--- src/rtl/axi_arb_pkg.sv ---
// Shared types for the 2:1 AXI4 read arbiter: FSM encoding, AR payload bundle and source indices.
package axi_arb_pkg;

    localparam int ARB_ID_W   = 2;
    localparam int ARB_ADDR_W = 36;

    localparam logic SRC_S0 = 1'b0;
    localparam logic SRC_S1 = 1'b1;

    typedef enum logic [0:0] {
        ARB_IDLE  = 1'b0,
        ARB_ISSUE = 1'b1
    } arb_state_t;

    typedef struct packed {
        logic [ARB_ID_W-1:0]   id;
        logic [ARB_ADDR_W-1:0] addr;
        logic [7:0]            len;
        logic [2:0]            size;
        logic [1:0]            burst;
    } ar_req_t;

endpackage

--- src/rtl/rr_arbiter2.sv ---
// Two-input round-robin grant; the pointer moves to the non-granted source whenever a grant is taken.
module rr_arbiter2
    import axi_arb_pkg::*;
(
    input  logic       clk_i,
    input  logic       rst_ni,
    input  logic [1:0] req_i,
    input  logic       en_i,
    output logic [1:0] gnt_o
);

    logic ptr_q;
    logic ptr_d;

    always_comb begin
        gnt_o = req_i;
        if (req_i == 2'b11) begin
            gnt_o = (ptr_q == SRC_S0) ? 2'b01 : 2'b10;
        end
    end

    always_comb begin
        ptr_d = ptr_q;
        if (en_i && (gnt_o != 2'b00)) begin
            ptr_d = gnt_o[0] ? SRC_S1 : SRC_S0;
        end
    end

    always_ff @(posedge clk_i or negedge rst_ni) begin
        if (!rst_ni) begin
            ptr_q <= SRC_S0;
        end else begin
            ptr_q <= ptr_d;
        end
    end

endmodule

--- src/rtl/axi4_read_arbiter.sv ---
// Shares one AXI4 read port between two requesters: round-robin AR grant into a single registered
// AR slot, source index prepended to ARID, R beats steered back by the RID MSB with zero latency.
module axi4_read_arbiter
    import axi_arb_pkg::*;
#(
    parameter int C_ID_WIDTH        = ARB_ID_W,
    parameter int C_ADDR_WIDTH      = ARB_ADDR_W,
    parameter int C_DATA_WIDTH      = 512,
    parameter int C_MAX_OUTSTANDING = 8
) (
    input  logic                    CLK_i,
    input  logic                    nRST_i,
    input  logic [C_ID_WIDTH-1:0]   S0_ARID_i,
    input  logic [C_ADDR_WIDTH-1:0] S0_ARADDR_i,
    input  logic [7:0]              S0_ARLEN_i,
    input  logic [2:0]              S0_ARSIZE_i,
    input  logic [1:0]              S0_ARBURST_i,
    input  logic                    S0_ARVALID_i,
    output logic                    S0_ARREADY_o,
    output logic [C_ID_WIDTH-1:0]   S0_RID_o,
    output logic [C_DATA_WIDTH-1:0] S0_RDATA_o,
    output logic [1:0]              S0_RRESP_o,
    output logic                    S0_RLAST_o,
    output logic                    S0_RVALID_o,
    input  logic                    S0_RREADY_i,
    input  logic [C_ID_WIDTH-1:0]   S1_ARID_i,
    input  logic [C_ADDR_WIDTH-1:0] S1_ARADDR_i,
    input  logic [7:0]              S1_ARLEN_i,
    input  logic [2:0]              S1_ARSIZE_i,
    input  logic [1:0]              S1_ARBURST_i,
    input  logic                    S1_ARVALID_i,
    output logic                    S1_ARREADY_o,
    output logic [C_ID_WIDTH-1:0]   S1_RID_o,
    output logic [C_DATA_WIDTH-1:0] S1_RDATA_o,
    output logic [1:0]              S1_RRESP_o,
    output logic                    S1_RLAST_o,
    output logic                    S1_RVALID_o,
    input  logic                    S1_RREADY_i,
    output logic [C_ID_WIDTH:0]     M_ARID_o,
    output logic [C_ADDR_WIDTH-1:0] M_ARADDR_o,
    output logic [7:0]              M_ARLEN_o,
    output logic [2:0]              M_ARSIZE_o,
    output logic [1:0]              M_ARBURST_o,
    output logic                    M_ARVALID_o,
    input  logic                    M_ARREADY_i,
    input  logic [C_ID_WIDTH:0]     M_RID_i,
    input  logic [C_DATA_WIDTH-1:0] M_RDATA_i,
    input  logic [1:0]              M_RRESP_i,
    input  logic                    M_RLAST_i,
    input  logic                    M_RVALID_i,
    output logic                    M_RREADY_o
);

    localparam int              CW      = $clog2(C_MAX_OUTSTANDING + 1);
    localparam logic [CW-1:0]   CNT_MAX = CW'(C_MAX_OUTSTANDING);
    localparam logic [0:0]      ST_IDLE  = ARB_IDLE;
    localparam logic [0:0]      ST_ISSUE = ARB_ISSUE;

    logic [1:0] s_arvalid;
    logic [1:0] eligible;
    logic [1:0] grant;
    logic [1:0] s_hs;
    logic [1:0] r_dec;
    ar_req_t    s_req [2];
    logic       is_idle;
    logic       r_src;
    logic       m_rready;

    logic [0:0] state_q, state_d;
    ar_req_t    req_q, req_d;
    logic       src_q, src_d;

    assign s_arvalid = {S1_ARVALID_i, S0_ARVALID_i};
    assign s_req[0]  = '{id: S0_ARID_i, addr: S0_ARADDR_i, len: S0_ARLEN_i,
                         size: S0_ARSIZE_i, burst: S0_ARBURST_i};
    assign s_req[1]  = '{id: S1_ARID_i, addr: S1_ARADDR_i, len: S1_ARLEN_i,
                         size: S1_ARSIZE_i, burst: S1_ARBURST_i};

    // Ready is held low while reset is asserted even though it is otherwise combinational on VALID.
    assign is_idle = (state_q == ST_IDLE) && nRST_i;

    rr_arbiter2 u_rr (
        .clk_i  (CLK_i),
        .rst_ni (nRST_i),
        .req_i  (eligible),
        .en_i   (is_idle),
        .gnt_o  (grant)
    );

    assign r_src    = M_RID_i[C_ID_WIDTH];
    assign m_rready = r_src ? S1_RREADY_i : S0_RREADY_i;

    genvar gi;
    generate
        for (gi = 0; gi < 2; gi++) begin : g_src
            logic [CW-1:0] cnt_q, cnt_d;

            assign eligible[gi] = s_arvalid[gi] && (cnt_q < CNT_MAX);
            assign s_hs[gi]     = is_idle && grant[gi];
            assign r_dec[gi]    = M_RVALID_i && m_rready && M_RLAST_i && (r_src == 1'(gi));

            // Decrement saturates at zero so a stray RLAST cannot wrap the limit check.
            always_comb begin
                cnt_d = cnt_q;
                if (s_hs[gi] && !r_dec[gi]) begin
                    cnt_d = cnt_q + 1'b1;
                end else if (r_dec[gi] && !s_hs[gi] && (cnt_q != '0)) begin
                    cnt_d = cnt_q - 1'b1;
                end
            end

            always_ff @(posedge CLK_i or negedge nRST_i) begin
                if (!nRST_i) begin
                    cnt_q <= '0;
                end else begin
                    cnt_q <= cnt_d;
                end
            end

            always @(posedge CLK_i) begin
                if (nRST_i && r_dec[gi]) begin
                    assert (cnt_q != '0)
                        else $error("axi4_read_arbiter: RLAST to source %0d with no burst in flight", gi);
                end
            end
        end
    endgenerate

    always_comb begin
        state_d = state_q;
        req_d   = req_q;
        src_d   = src_q;
        if (state_q == ST_IDLE) begin
            if (s_hs != 2'b00) begin
                state_d = ST_ISSUE;
                src_d   = s_hs[1] ? SRC_S1 : SRC_S0;
                req_d   = s_hs[1] ? s_req[1] : s_req[0];
            end
        end else if (M_ARREADY_i) begin
            state_d = ST_IDLE;
        end
    end

    always_ff @(posedge CLK_i or negedge nRST_i) begin
        if (!nRST_i) begin
            state_q <= ST_IDLE;
            req_q   <= '0;
            src_q   <= SRC_S0;
        end else begin
            state_q <= state_d;
            req_q   <= req_d;
            src_q   <= src_d;
        end
    end

    assign S0_ARREADY_o = s_hs[0];
    assign S1_ARREADY_o = s_hs[1];

    assign M_ARVALID_o = (state_q == ST_ISSUE);
    assign M_ARID_o    = {src_q, req_q.id};
    assign M_ARADDR_o  = req_q.addr;
    assign M_ARLEN_o   = req_q.len;
    assign M_ARSIZE_o  = req_q.size;
    assign M_ARBURST_o = req_q.burst;

    assign S0_RID_o    = M_RID_i[C_ID_WIDTH-1:0];
    assign S0_RDATA_o  = M_RDATA_i;
    assign S0_RRESP_o  = M_RRESP_i;
    assign S0_RLAST_o  = M_RLAST_i;
    assign S0_RVALID_o = M_RVALID_i && (r_src == SRC_S0) && nRST_i;
    assign S1_RID_o    = M_RID_i[C_ID_WIDTH-1:0];
    assign S1_RDATA_o  = M_RDATA_i;
    assign S1_RRESP_o  = M_RRESP_i;
    assign S1_RLAST_o  = M_RLAST_i;
    assign S1_RVALID_o = M_RVALID_i && (r_src == SRC_S1) && nRST_i;
    assign M_RREADY_o  = m_rready;

endmodule

--- config.mk ---
export PLATFORM = sky130hd
export DESIGN_NAME = axi4_read_arbiter
export DESIGN_NICKNAME = d
export VERILOG_FILES = /design/src/rtl/axi_arb_pkg.sv /design/src/rtl/rr_arbiter2.sv /design/src/rtl/axi4_read_arbiter.sv
export SDC_FILE = /design/constraint.sdc
export NUM_CORES = 1
export LEC_CHECK = 0
export BUFFER_PORTS_ARGS = -buffer_cell sky130_fd_sc_hd__buf_4
export CAP_MARGIN = 25
export CELL_PAD_IN_SITES_DETAIL_PLACEMENT = 1
export CELL_PAD_IN_SITES_GLOBAL_PLACEMENT = 2
export CORE_AREA = 2 2 664 666
export DETAILED_ROUTE_END_ITERATION = 10
export DIE_AREA = 0 0 666 668
export PLACE_DENSITY_LB_ADDON = 0.1
export SYNTH_ARGS = -nofsm -noshare
export SYNTH_HDL_FRONTEND = slang
export SYNTH_SLANG_ARGS = --single-unit
export TNS_END_PERCENT = 100
--- constraint.sdc ---
create_clock -name CLK_i -period 2.3 [get_ports CLK_i]
set_clock_uncertainty 0.2 [all_clocks]
set_input_delay 0.115 -clock CLK_i [delete_from_list [all_inputs] [get_ports CLK_i]]
set_output_delay 0.115 -clock CLK_i [all_outputs]
set_load 0.1 [all_outputs]
==> Word level (Yosys, flattened, before mapping) <==
Index checks and enable logic that the tools add are counted.
{ "word_totals": {"latchBits": 0, "ram_bits": 0, "rom_bits": 0, "output_inout_bits": 1092, "regBits": 62, "n_memories": 0, "elab_cells": 63} }
{ "op_classes": {"n_div": 0, "eq_ne": 1, "n_bitwise": 2, "muxes": 13, "multipliers": 0, "n_shift": 0, "n_reduce_logical": 31, "order_cmp": 2, "add_sub_neg": 4} }
{ "ops": {"columns": ["op", "n"], "rows": [
  ["51-bit two-way mux", 1],
  ["1-bit logical AND", 20],
  ["4-bit two-way mux", 4],
  ["4-bit by 1-bit adder with 4-bit output, second input constant", 2],
  ["4-bit less-than comparator, second input constant", 2],
  ["2-bit nonzero test", 4],
  ["4-bit nonzero test", 2],
  ["4-bit by 1-bit subtractor with 4-bit output, second input constant", 2],
  ["1-bit two-way mux", 6],
  ["1-bit logical NOT", 4],
  ["2-bit two-way mux", 2],
  ["2-bit equality test, second input constant", 1],
  ["1-bit inverter", 2],
  ["2-bit AND reduction", 1]
]} }

==> Depth between registers and ports, before layout <==
Gate-level depths: netlist of the first run.
{ "depth": {"ltp_word": 10, "ltp_mapped": 10, "mapped_depth_nobuf": 9} }

==> By module <==
Synthesis of the first run repeated with hierarchy kept, for this count alone.
{ "hier_totals": {"hier_cells": 1320, "hier_area_um2": 10814.1} }
{ "by_module_without_submodules": {"columns": ["module", "n_inst", "cells_per_inst", "area_each_um2", "seq_area_each_um2"], "rows": [
  ["axi4_read_arbiter", 1, 1314, 10759.1, 1526.5],
  ["rr_arbiter2", 1, 6, 55.1, 25.0]
]} }

==> Worst setup path before layout of the first run <==
No wires, ideal clock.
{ "synth_timing": {"path_type": "reg2reg", "start": "reg state_q (netlist: M_ARVALID_o)", "end": "reg g_src[0].cnt_q[3]", "arrival_time_ns": 3.001, "synth_period_minus_slack_ns": 3.341, "t_required_ns": 1.960, "stages_incl_launch_ff": 11, "setup_slack_ns": -1.041, "setup_time_ns": 0.140, "cell_sequence": "dfrtp_1 nand2b_1 or3_1 buf_2 inv_2 nand2_1 ha_1 a21o_1 a21oi_1 nand3b_1 o2111ai_1"} }
{ "synth_via": {"elab_chain_len": 7} }
{ "synth_rtl": {"columns": ["element", "line_no", "text"], "rows": [
  ["start: declaration", "axi4_read_arbiter.sv:69", "logic [0:0] state_q, state_d;"],
  ["start signal: assignment", "axi4_read_arbiter.sv:150", "state_q <= state_d;"],
  ["1-bit inverter (no source line) *", null, null],
  ["1-bit logical AND *", "axi4_read_arbiter.sv:80", "assign is_idle = (state_q == ST_IDLE) && nRST_i;"],
  ["1-bit logical AND *", "axi4_read_arbiter.sv:99", "assign s_hs[gi] = is_idle && grant[gi];"],
  ["named net S0_ARREADY_o", "axi4_read_arbiter.sv:19", "output logic S0_ARREADY_o,"],
  ["1-bit logical NOT", "axi4_read_arbiter.sv:107", "end else if (r_dec[gi] && !s_hs[gi] && (cnt_q != '0)) begin"],
  ["1-bit logical AND (2 in a row)", "axi4_read_arbiter.sv:107", null],
  ["2-bit nonzero test (no source line)", null, null],
  ["end signal: assignment", "axi4_read_arbiter.sv:116", "cnt_q <= cnt_d;"],
  ["end: declaration", "axi4_read_arbiter.sv:96", "logic [CW-1:0] cnt_q, cnt_d;"]
]} }
The timed path passes the listed nets; every way through them passes the cells marked *.
A chain may end at the register's enable or synchronous reset.

==> Final worst setup path of the first run <==
{ "layout_timing": {"start": "reg state_q (netlist: M_ARVALID_o)", "end": "reg g_src[0].cnt_q[3]"} }
{ "layout_via": {"elab_chain_len": 7} }
{ "layout_rtl": {"columns": ["element", "line_no"], "rows": [
  ["1-bit inverter (no source line) *", null],
  ["1-bit logical AND *", "axi4_read_arbiter.sv:80"],
  ["1-bit logical AND *", "axi4_read_arbiter.sv:99"],
  ["1-bit logical NOT", "axi4_read_arbiter.sv:107"],
  ["1-bit logical AND (2 in a row)", "axi4_read_arbiter.sv:107"],
  ["2-bit nonzero test (no source line)", null]
]} }
Every way passes the cells marked *; elsewhere a longest branch is shown, timed or not.

==> results of run 1 <==
## area by class of cell
type | instances | area (sq um)
flip-flops and latches | 62 | 1560
clock inverters | 6 | 62.6
clock buffers | 10 | 229
multi-input cells | 211 | 1590
diodes | 2 | 5.00
inverters | 8 | 46.3
fillers | 52200 | 424000
repair buffers | 315 | 2800
well taps | 5757 | 7200
## path summary, 6_finish.rpt
kind / from / to / slack [ps]
max: M_ARVALID_o / g_src[0].cnt_q[3] / 20
min: M_RDATA_i[316] / S0_RDATA_o[316] / 30
max reg2reg: M_ARVALID_o / g_src[0].cnt_q[3] / 20
min reg2reg: src_q / src_q / 300
max in group asynchronous: nRST_i / M_ARLEN_o[4] / 730
min in group asynchronous: nRST_i / g_src[0].cnt_q[1] / 140
## state kept, by name (all words and copies together) (netlist names)
| signal | cells |
|---|---|
| M_ARLEN_o | 8 |
| src_q | 1 |
| M_ARBURST_o | 2 |
| M_ARSIZE_o | 3 |
| M_ARADDR_o | 36 |
| g_src.cnt_q | 8 |
| M_ARVALID_o | 1 |
| M_ARID_o | 2 |
| u_rr.ptr_q | 1 |
## power by group
| part | total [mW] | internal, mW | leakage, nW | switching [mW] |
|---|---|---|---|---|
| registers | 2.12 | 1.63 | 0.687 | 0.496 |
| clock network | 1.76 | 0.841 | 0.134 | 0.917 |
| logic | 6.82 | 1.81 | 2.18 | 5.01 |
## cell usage in the layout (no fill, tap or decap), types with 4 or more instances in the layout
cell type / instances
buf_12: 9
buf_4: 196
clkbuf_16: 9
dfrtp_1: 61
dlygate4sd3_1: 105
inv_1: 5
mux2i_1: 4
nor2_1: 105
o22ai_1: 4
o22ai_2: 47
xnor2_1: 5
## per-layer routing
layer	global-route usage, %	part of all wire, %	up-vias	wire [um]
li1	-	-	1657	-
met1	3.00	13	2284	24800
met2	12.9	46	1470	85900
met3	12.9	34	329	63000
met4	4.44	6.1	17	11200
met5	1.30	0.41	-	754
## worst max-delay path, delay by kind of cell (launching register included)
family,cells,cell delay (ps)
buffers and inverters,1,80
AO/OA/AOI/OAI,3,440
AND/OR/NAND/NOR,4,730
adder cells (fa/ha/maj),1,210
flip-flops,1,490
## logic make-up after synthesis
group | after synthesis | share of synthesized area, %
xor gates and xnor gates | 5 | 0.400
muxes | 8 | 0.778
and+or+nand+nor | 127 | 4.86
AOI/OAI and AO/OA | 65 | 6.51
adders and majority gates | 6 | 0.824
buffers and inverters | 1060 | 72.4
DFF | 62 | 14.2
## what timing repair did
| item | in CTS | in global routing |
|---|---|---|
| pin swaps | 6 | 0 |
| setup buffers | 5 | 0 |
| cloned | 1 | 0 |
| setup endpoints to repair | 4 | 4 |
| gates resized for setup | 17 | 1 |
| endpoints found under the hold margin | 85 | 0 |
| hold buffers | 106 | 0 |
==> metrics.csv, run 1 <==
metric,value,unit
TritonCTS clock tree,done,
GPL Wtd Cong,0.589,
Synth top area share,71.0,%
fin. max-slew vios,0,
Worst EP required,2400,ps
clock latency on the worst-skew pair,430,ps
Static Leak,3.00,nW
RSZ-0062 raised after global routing,yes,
hold crit path type,in2out,
outcome,"complete, no violations",
Hold WS,30.0,ps
Final TNS setup,0,ps
MaxCap Viol Count,0,
layout cell share with drive strength beyond 1,48.0,%
IO Port Bufs,171,
dpl cells,6241,
Clock Path Buffers,2,
Post-Syn Area per Cell,8.20,sq um
Final Util,3.09,%
pwr/cell area,793,nW/um^2
Fin. Hold Viols,0,
"Warnings, synthesis",0,
Main synth FF type,dfrtp_1,
crit share post-route,99.2,%
Die X,666,um
Synth Net Count,1967,
"Max stage delay cell, worst path",dfrtp_4,
minimum clock period after layout,2280,ps
synth unique cells,36,
CORE AREA,437000,sq um
aggregate global-route resource usage,8.00,%
CTS root buffer,clkbuf_16,
CP arrival,2380,ps
Final setup viols,0,
final instance area,13500,sq um
initial antenna violation count,15,
H-tree depth,3,
Post-synth ARST share,100,%
most instantiated library cell after synthesis,buf_4,
critical path endpoint category,flop,
f_max,438,MHz
synthesized flop and latch total,62,
Tot Pwr,10.7,mW
vias in the first global route,6370,
WL per Instance,29.2,um
first-pass GRT wire length,201000,um
Post-Syn Area,10900,sq um
worst slew pin tran,640,ps
Cell Rows,243,
Die Height,668,um
sequential-to-total area share from yosys stat,14.2,%
leading area contributor after synthesis,buf_4,
vias per inst,0.904,
Critical Path Max Stage Delay,490,ps
Final Routed Wirelength,186000,um
Detailed Route Iter0 Violations,257,
ANT nets after route,0,
startpoint types,flop,
worst path cell trace,"nand2b_4, or3_4, inv_16, nand2_8, ha_4, a21o_1, a21oi_4, nand3b_1, o2111ai_2",
Synth area leaders,"buf_4 (71%), dfrtp_1 (14%), o22ai_2 (5.4%)",
DP Area,12000,sq um
DRC,0,
total number of vias,5757,
Post-Syn Instances,1333,
WS Path Type,reg2reg,
pin count of the biggest net entering global routing,30,
Relative slew margins,57.3,%
Die ar.,445000,sq um
Hold Crit Depth,0,
maximum vdd ir drop,0.000309,V
clock slew at reported path FFs,80,ps
final worst slack,19.4,ps
Post-DP HPWL,173000,um
final global-route overflow total,0,
initial core utilization,2.50,%
drt pass-1 iters,4,
Non-Filler Instances,6371,
nets@finish,1241,
crit path max fanout,4,
CTS sink cnt,62,
Post-synth EDFFs,0,
Worst R2R Path Depth,9,
Commonest cells post-synth,"buf_4 (1035), nor2_1 (105), dfrtp_1 (62)",
Area Growth Syn to Fin,23.4,%
pre-CTS worst setup slack,-55.4,ps
Num CTS Buffers,9,
num ports,1720,
No activity file was read; power rests on OpenSTA's default activity.
==> run 2, diff against run 1 <==
--- a/config.mk
+++ b/config.mk
@@ -13,6 +13,7 @@
 export DETAILED_ROUTE_END_ITERATION = 10
 export DIE_AREA = 0 0 666 668
 export PLACE_DENSITY_LB_ADDON = 0.1
+export RECOVER_POWER = 100
 export SYNTH_ARGS = -nofsm -noshare
 export SYNTH_HDL_FRONTEND = slang
 export SYNTH_SLANG_ARGS = --single-unit
==> metrics.csv, run 2 (same netlist as run 1, synthesis figures left out) <==
metric,value,unit,change
outcome,"finished, violations left",,
violated checks,"capacitance limit, slew limit",,
Tot Pwr,10.3,mW,-4.1%
final global-route overflow total,0,,unchanged
pwr/cell area,782,nW/um^2,-1.4%
Final Routed Wirelength,186000,um,about the same
worst slew pin tran,1540,ps,+901 ps
met2 Use GR,12.9,%,unchanged
Die Height,668,um,unchanged
Largest register FFs,36,,unchanged
WP buf/inv,1,,unchanged
clock slew at reported path FFs,80,ps,about the same
Worst Hold End,S0_RDATA_o[316],,
TritonCTS clock tree,done,,
final instance area,13100,sq um,-2.7%
CTS sink cnt,62,,unchanged
GPL Wtd Cong,0.589,,unchanged
ANT nets after route,0,,unchanged
first-pass GRT wire length,201000,um,unchanged
most frequent cells in the layout,"buf_4 (133), nor2_1 (105), dlygate4sd3_1 (105)",,
hold path start,M_RDATA_i[316],,
DRC,0,,unchanged
RR Endpoint,g_src[0].cnt_q[3],,
Area Growth Syn to Fin,20.0,%,
clock latency on the worst-skew pair,430,ps,about the same
fin. max-slew vios,1,,+1
"commonest non-fill, non-tap cell in the layout",buf_4,,
"CP delay by family, top",simple AND/OR/NAND/NOR gates,,
H-tree depth,3,,unchanged
initial core utilization,2.50,%,unchanged
met3 global-route usage,12.9,%,unchanged
pin count of the biggest net entering global routing,30,,unchanged
WS Path Type,reg2reg,,
initial antenna violation count,15,,unchanged
R2R setup slack,10,ps,about the same
drt pass-1 iters,4,,unchanged
maximum vdd ir drop,0.000304,V,-1.4%
dpl cells,6241,,unchanged
Worst R2R Path Depth,9,,unchanged
f_max,437,MHz,-0.27%
Detailed Route Iter0 Violations,260,,+1.2%
Fin. Hold Viols,0,,unchanged
crit share post-route,99.4,%,+0.26 points
Relative slew margins,-2.26,%,-60 points
Final setup viols,0,,unchanged
total number of vias,5771,,+0.24%
layout cell share with drive strength beyond 1,42.5,%,-5.6 points
Num CTS Buffers,9,,unchanged
aggregate global-route resource usage,8.00,%,unchanged
Static Leak,2.87,nW,-4.5%
RSZ-0062 raised after global routing,yes,,
vias in the first global route,6370,,unchanged
DP Area,12000,sq um,unchanged
MaxCap Viol Count,1,,+1
crit path max fanout,4,,unchanged
Critical Path Max Stage Delay,490,ps,about the same
FF-to-FF Start,M_ARVALID_o,,
Post-DP HPWL,173000,um,unchanged
Worst EP required,2400,ps,about the same
"Max stage delay cell, worst path",dfrtp_4,,
Die ar.,445000,sq um,unchanged
Cell Rows,243,,unchanged
startpoint types,flop,,
nets@finish,1241,,unchanged
Non-Filler Instances,6371,,unchanged
worst path cell trace,"nand2b_4, or3_4, inv_16, nand2_8, ha_4, a21o_1, a21oi_4, nand3b_1, o2111ai_2",,
Hold WS,30.0,ps,unchanged
Final TNS setup,0,ps,unchanged
grt peak-use layer,met2,,
met1 usage in global routing,3.00,%,unchanged
vias per inst,0.906,,+0.24%
WL per Instance,29.1,um,about the same
CORE AREA,437000,sq um,unchanged
CP arrival,2390,ps,about the same
Hold Crit Depth,0,,unchanged
hold crit path type,in2out,,
Clock Path Buffers,2,,unchanged
CTS root buffer,clkbuf_16,,
critical path endpoint category,flop,,
IO Port Bufs,171,,unchanged
minimum clock period after layout,2290,ps,+6.08 ps
Die X,666,um,unchanged
num ports,1720,,unchanged
[run 2: cell count changes in the layout (fill, tap and decap cells not counted), sizes merged]
cell          change
dlymetal6s4s      +1
buf              -65
clkbuf           +64
[run 2: how the worst max path moves through the flow]
stage	start	end	cells after the start
2_1_floorplan	M_ARVALID_o	g_src[0].cnt_q[3]	10
3_3_place_gp	M_ARVALID_o	g_src[1].cnt_q[3]	8
3_5_place_dp	M_ARVALID_o	g_src[1].cnt_q[3]	8
4_1_cts	M_ARVALID_o	g_src[0].cnt_q[3]	9
5_1_grt	nRST_i	M_ARVALID_o	4
6_report	M_ARVALID_o	g_src[0].cnt_q[3]	9
[run 2: through the flow]
| step | util, % | setup WS, ps |
|---|---|---|
| after detailed placement | 2.73 | -55.4 |
| after floorplan | - | -231 |
| final | 3.00 | 13.3 |
| after CTS | 3.08 | -4.21 |
| after global placement | 2.73 | -144 |
| after global routing | 3.00 | -68.7 |
[run 2: timing repair]
action                                  CTS  global route
gates resized for setup                  17             1
setup buffers                             5             0
pin swaps                                 6             0
hold endpoints to repair                 85             0
gates cloned                              1             0
hold buffers                            106             0
endpoints found under the setup margin    4             4
[run 2: metal layers]
metal | routed length [um] | part of all wire, %
met2 | 85800 | 46
met5 | 753 | 0.41
met3 | 63200 | 34
met1 | 24600 | 13
met4 | 11300 | 6.1
[run 2: area by class of cell]
class	instances	area [sq um]
Clock buffer	10	229
Timing Repair Buffer	315	2600
Clock inverter	6	62.6
Antenna cell	2	5.00
Tap cell	5757	7200
Inverter	8	46.3
Multi-Input combinational cell	211	1430
Sequential cell	62	1560
Fill cell	52300	424000
[run 2: where the power goes]
part | switching, mW | internal [mW]
Combinational | 5.02 | 1.42
Clock | 0.912 | 0.841
Sequential | 0.450 | 1.63
==> run 3, diff against run 2 <==
--- a/config.mk
+++ b/config.mk
@@ -14,6 +14,7 @@
 export DIE_AREA = 0 0 666 668
 export PLACE_DENSITY_LB_ADDON = 0.1
 export RECOVER_POWER = 100
+export REMOVE_ABC_BUFFERS = 1
 export SYNTH_ARGS = -nofsm -noshare
 export SYNTH_HDL_FRONTEND = slang
 export SYNTH_SLANG_ARGS = --single-unit
==> metrics.csv, run 3 (same netlist as run 1, synthesis figures left out) <==
metric,value,unit,change
outcome,"finished, violations left",,
violated checks,"capacitance limit, slew limit, setup timing",,
crit path from,g_src[0].cnt_q[3],,
H-tree depth,3,,unchanged
Post-DP HPWL,597000,um,+250%
aggregate global-route resource usage,27.2,%,+19 points
Final TNS setup,-275,ps,-275 ps
RSZ-0062 raised after global routing,yes,,
drt pass-1 iters,5,,+1
clock latency on the worst-skew pair,610,ps,+180 ps
"commonest non-fill, non-tap cell in the layout",buf_4,,
pwr/cell area,851,nW/um^2,+8.8%
Fin. Hold Viols,0,,unchanged
hold path start,M_RDATA_i[25],,
ANT nets after route,0,,unchanged
num ports,1720,,unchanged
Final Routed Wirelength,626000,um,+240%
worst slew pin tran,1520,ps,-20.2 ps
CTS sink cnt,62,,unchanged
met3 global-route usage,37.3,%,+24 points
MaxCap Viol Count,1,,unchanged
GPL Wtd Cong,0.799,,+36%
Sw Share,62.8,%,+0.66 points
switching power,7.22,mW,+13%
Worst R2R Path Depth,7,,-2
TritonCTS clock tree,done,,
DP Area,12000,sq um,+0.27%
Die X,666,um,unchanged
pin count of the biggest net entering global routing,38,,+27%
crit path max fanout,12,,+8
most frequent cells in the layout,"buf_4 (135), dlygate4sd3_1 (107), nor2_1 (102)",,
grt peak-use layer,met2,,
Reg power frac,18.3,%,-1.9 points
Detailed Route Iter0 Violations,1459,,+460%
final global-route overflow total,0,,unchanged
initial antenna violation count,15,,unchanged
Worst EP required,2500,ps,+100 ps
total number of vias,10200,,+76%
Die Height,668,um,unchanged
Relative slew margins,-1.36,%,+0.90 points
Die ar.,445000,sq um,unchanged
fin. max-slew vios,46,,+45
Largest register FFs,36,,unchanged
WL per Instance,98.0,um,+240%
final instance area,13500,sq um,+3.0%
FF-to-FF Start,g_src[0].cnt_q[3],,
Non-Filler Instances,6387,,+0.25%
vias per inst,1.59,,+76%
f_max,422,MHz,-3.5%
WS Path Type,reg2reg,,
CORE AREA,437000,sq um,unchanged
Final setup viols,6,,+6
crit path to,g_src[0].cnt_q[2],,
Clock Path Buffers,3,,+1
CTS root buffer,clkbuf_16,,
met1 usage in global routing,7.54,%,+4.5 points
layout cell share with drive strength beyond 1,48.2,%,+5.8 points
clock power share,19.1,%,+2.0 points
startpoint types,flop,,
Num CTS Buffers,13,,+4
R2R setup slack,-70,ps,-80 ps
Int Pwr,4.28,mW,+10%
vias in the first global route,6990,,+9.7%
minimum clock period after layout,2370,ps,+82.0 ps
IO Port Bufs,171,,unchanged
Static Leak,3.07,nW,+7.1%
hold crit path type,in2out,,
first-pass GRT wire length,643000,um,+220%
nets@finish,1261,,+1.6%
RR Endpoint,g_src[0].cnt_q[2],,
crit share post-route,103,%,+3.6 points
dpl cells,6249,,+0.13%
Comb pwr share,62.6,%,about the same
critical path endpoint category,flop,,
met2 Use GR,46.4,%,+33 points
CP arrival,2570,ps,+180 ps
final worst slack,-68.7,ps,-82.0 ps
initial core utilization,2.50,%,unchanged
Area Growth Syn to Fin,23.6,%,
clock slew at reported path FFs,70,ps,about the same
Cell Rows,243,,unchanged
DRC,0,,unchanged
maximum vdd ir drop,0.000380,V,+25%
## run 3: routing by layer
metal	share of wire, %	up-vias	routed length [um]
met2	48	4069	300000
li1	-	1693	-
met5	1.9	-	11700
met1	10	3855	63800
met3	29	500	179000
met4	11	59	71300
## run 3: critical path, stage by stage (launching register included)
cell and delay (ps):
dfrtp_1 390, buf_6 120, nand2b_4 130, or3_4 400, buf_4 330, buf_12 220, mux2_1 300, a2bb2oi_1 130
## run 3: area by class of cell
class	instances	area (sq um)
fill	52200	424000
tap	5757	7200
timing repair buffer	331	2830
sequential	62	1550
multi-input combinational	211	1540
clock buffer	15	343
inverter	8	40.0
clock inverter	1	5.00
antenna	2	5.00
## run 3: timing repair
item / 4_1_cts / 5_1_grt
endpoints found under the setup margin: 40 / 16
gates cloned: 0 / 1
setup buffers: 5 / 7
hold endpoints to repair: 92 / 0
resized for setup: 32 / 9
pin swaps: 12 / 5
hold buffers: 108 / 0
## run 3: how the worst min path moves through the flow
stage	end	slack, ps	cells after the start
2_1_floorplan	M_ARADDR_o[0]	-380	0
3_5_place_dp	g_src[1].cnt_q[3]	-140	2
3_3_place_gp	g_src[1].cnt_q[3]	-140	2
4_1_cts	M_ARADDR_o[29]	40	4
6_report	S0_RDATA_o[25]	30	0
5_1_grt	S0_RDATA_o[25]	30	0
## run 3: power groups by stage
stage | Clock [mW] | Sequential [mW] | Combinational (mW)
2_1_floorplan | 0 | 5.26 | 1.25
3_3_place_gp | 0 | 2.15 | 7.25
3_5_place_dp | 0 | 2.14 | 7.23
4_1_cts | 2.38 | 2.14 | 7.58
5_1_grt | 2.34 | 2.18 | 7.52
6_report | 2.20 | 2.10 | 7.20
## run 3: metrics by stage
stage	total power, mW	setup slack [ps]	utilization (%)	hold WS (ps)
2_1_floorplan	6.52	-2790	-	-381
3_3_place_gp	9.40	-304	2.74	-140
3_5_place_dp	9.37	-276	2.74	-136
4_1_cts	12.1	-102	3.11	42.8
5_1_grt	12.0	-162	3.09	33.2
6_report	11.5	-68.7	3.09	34.2
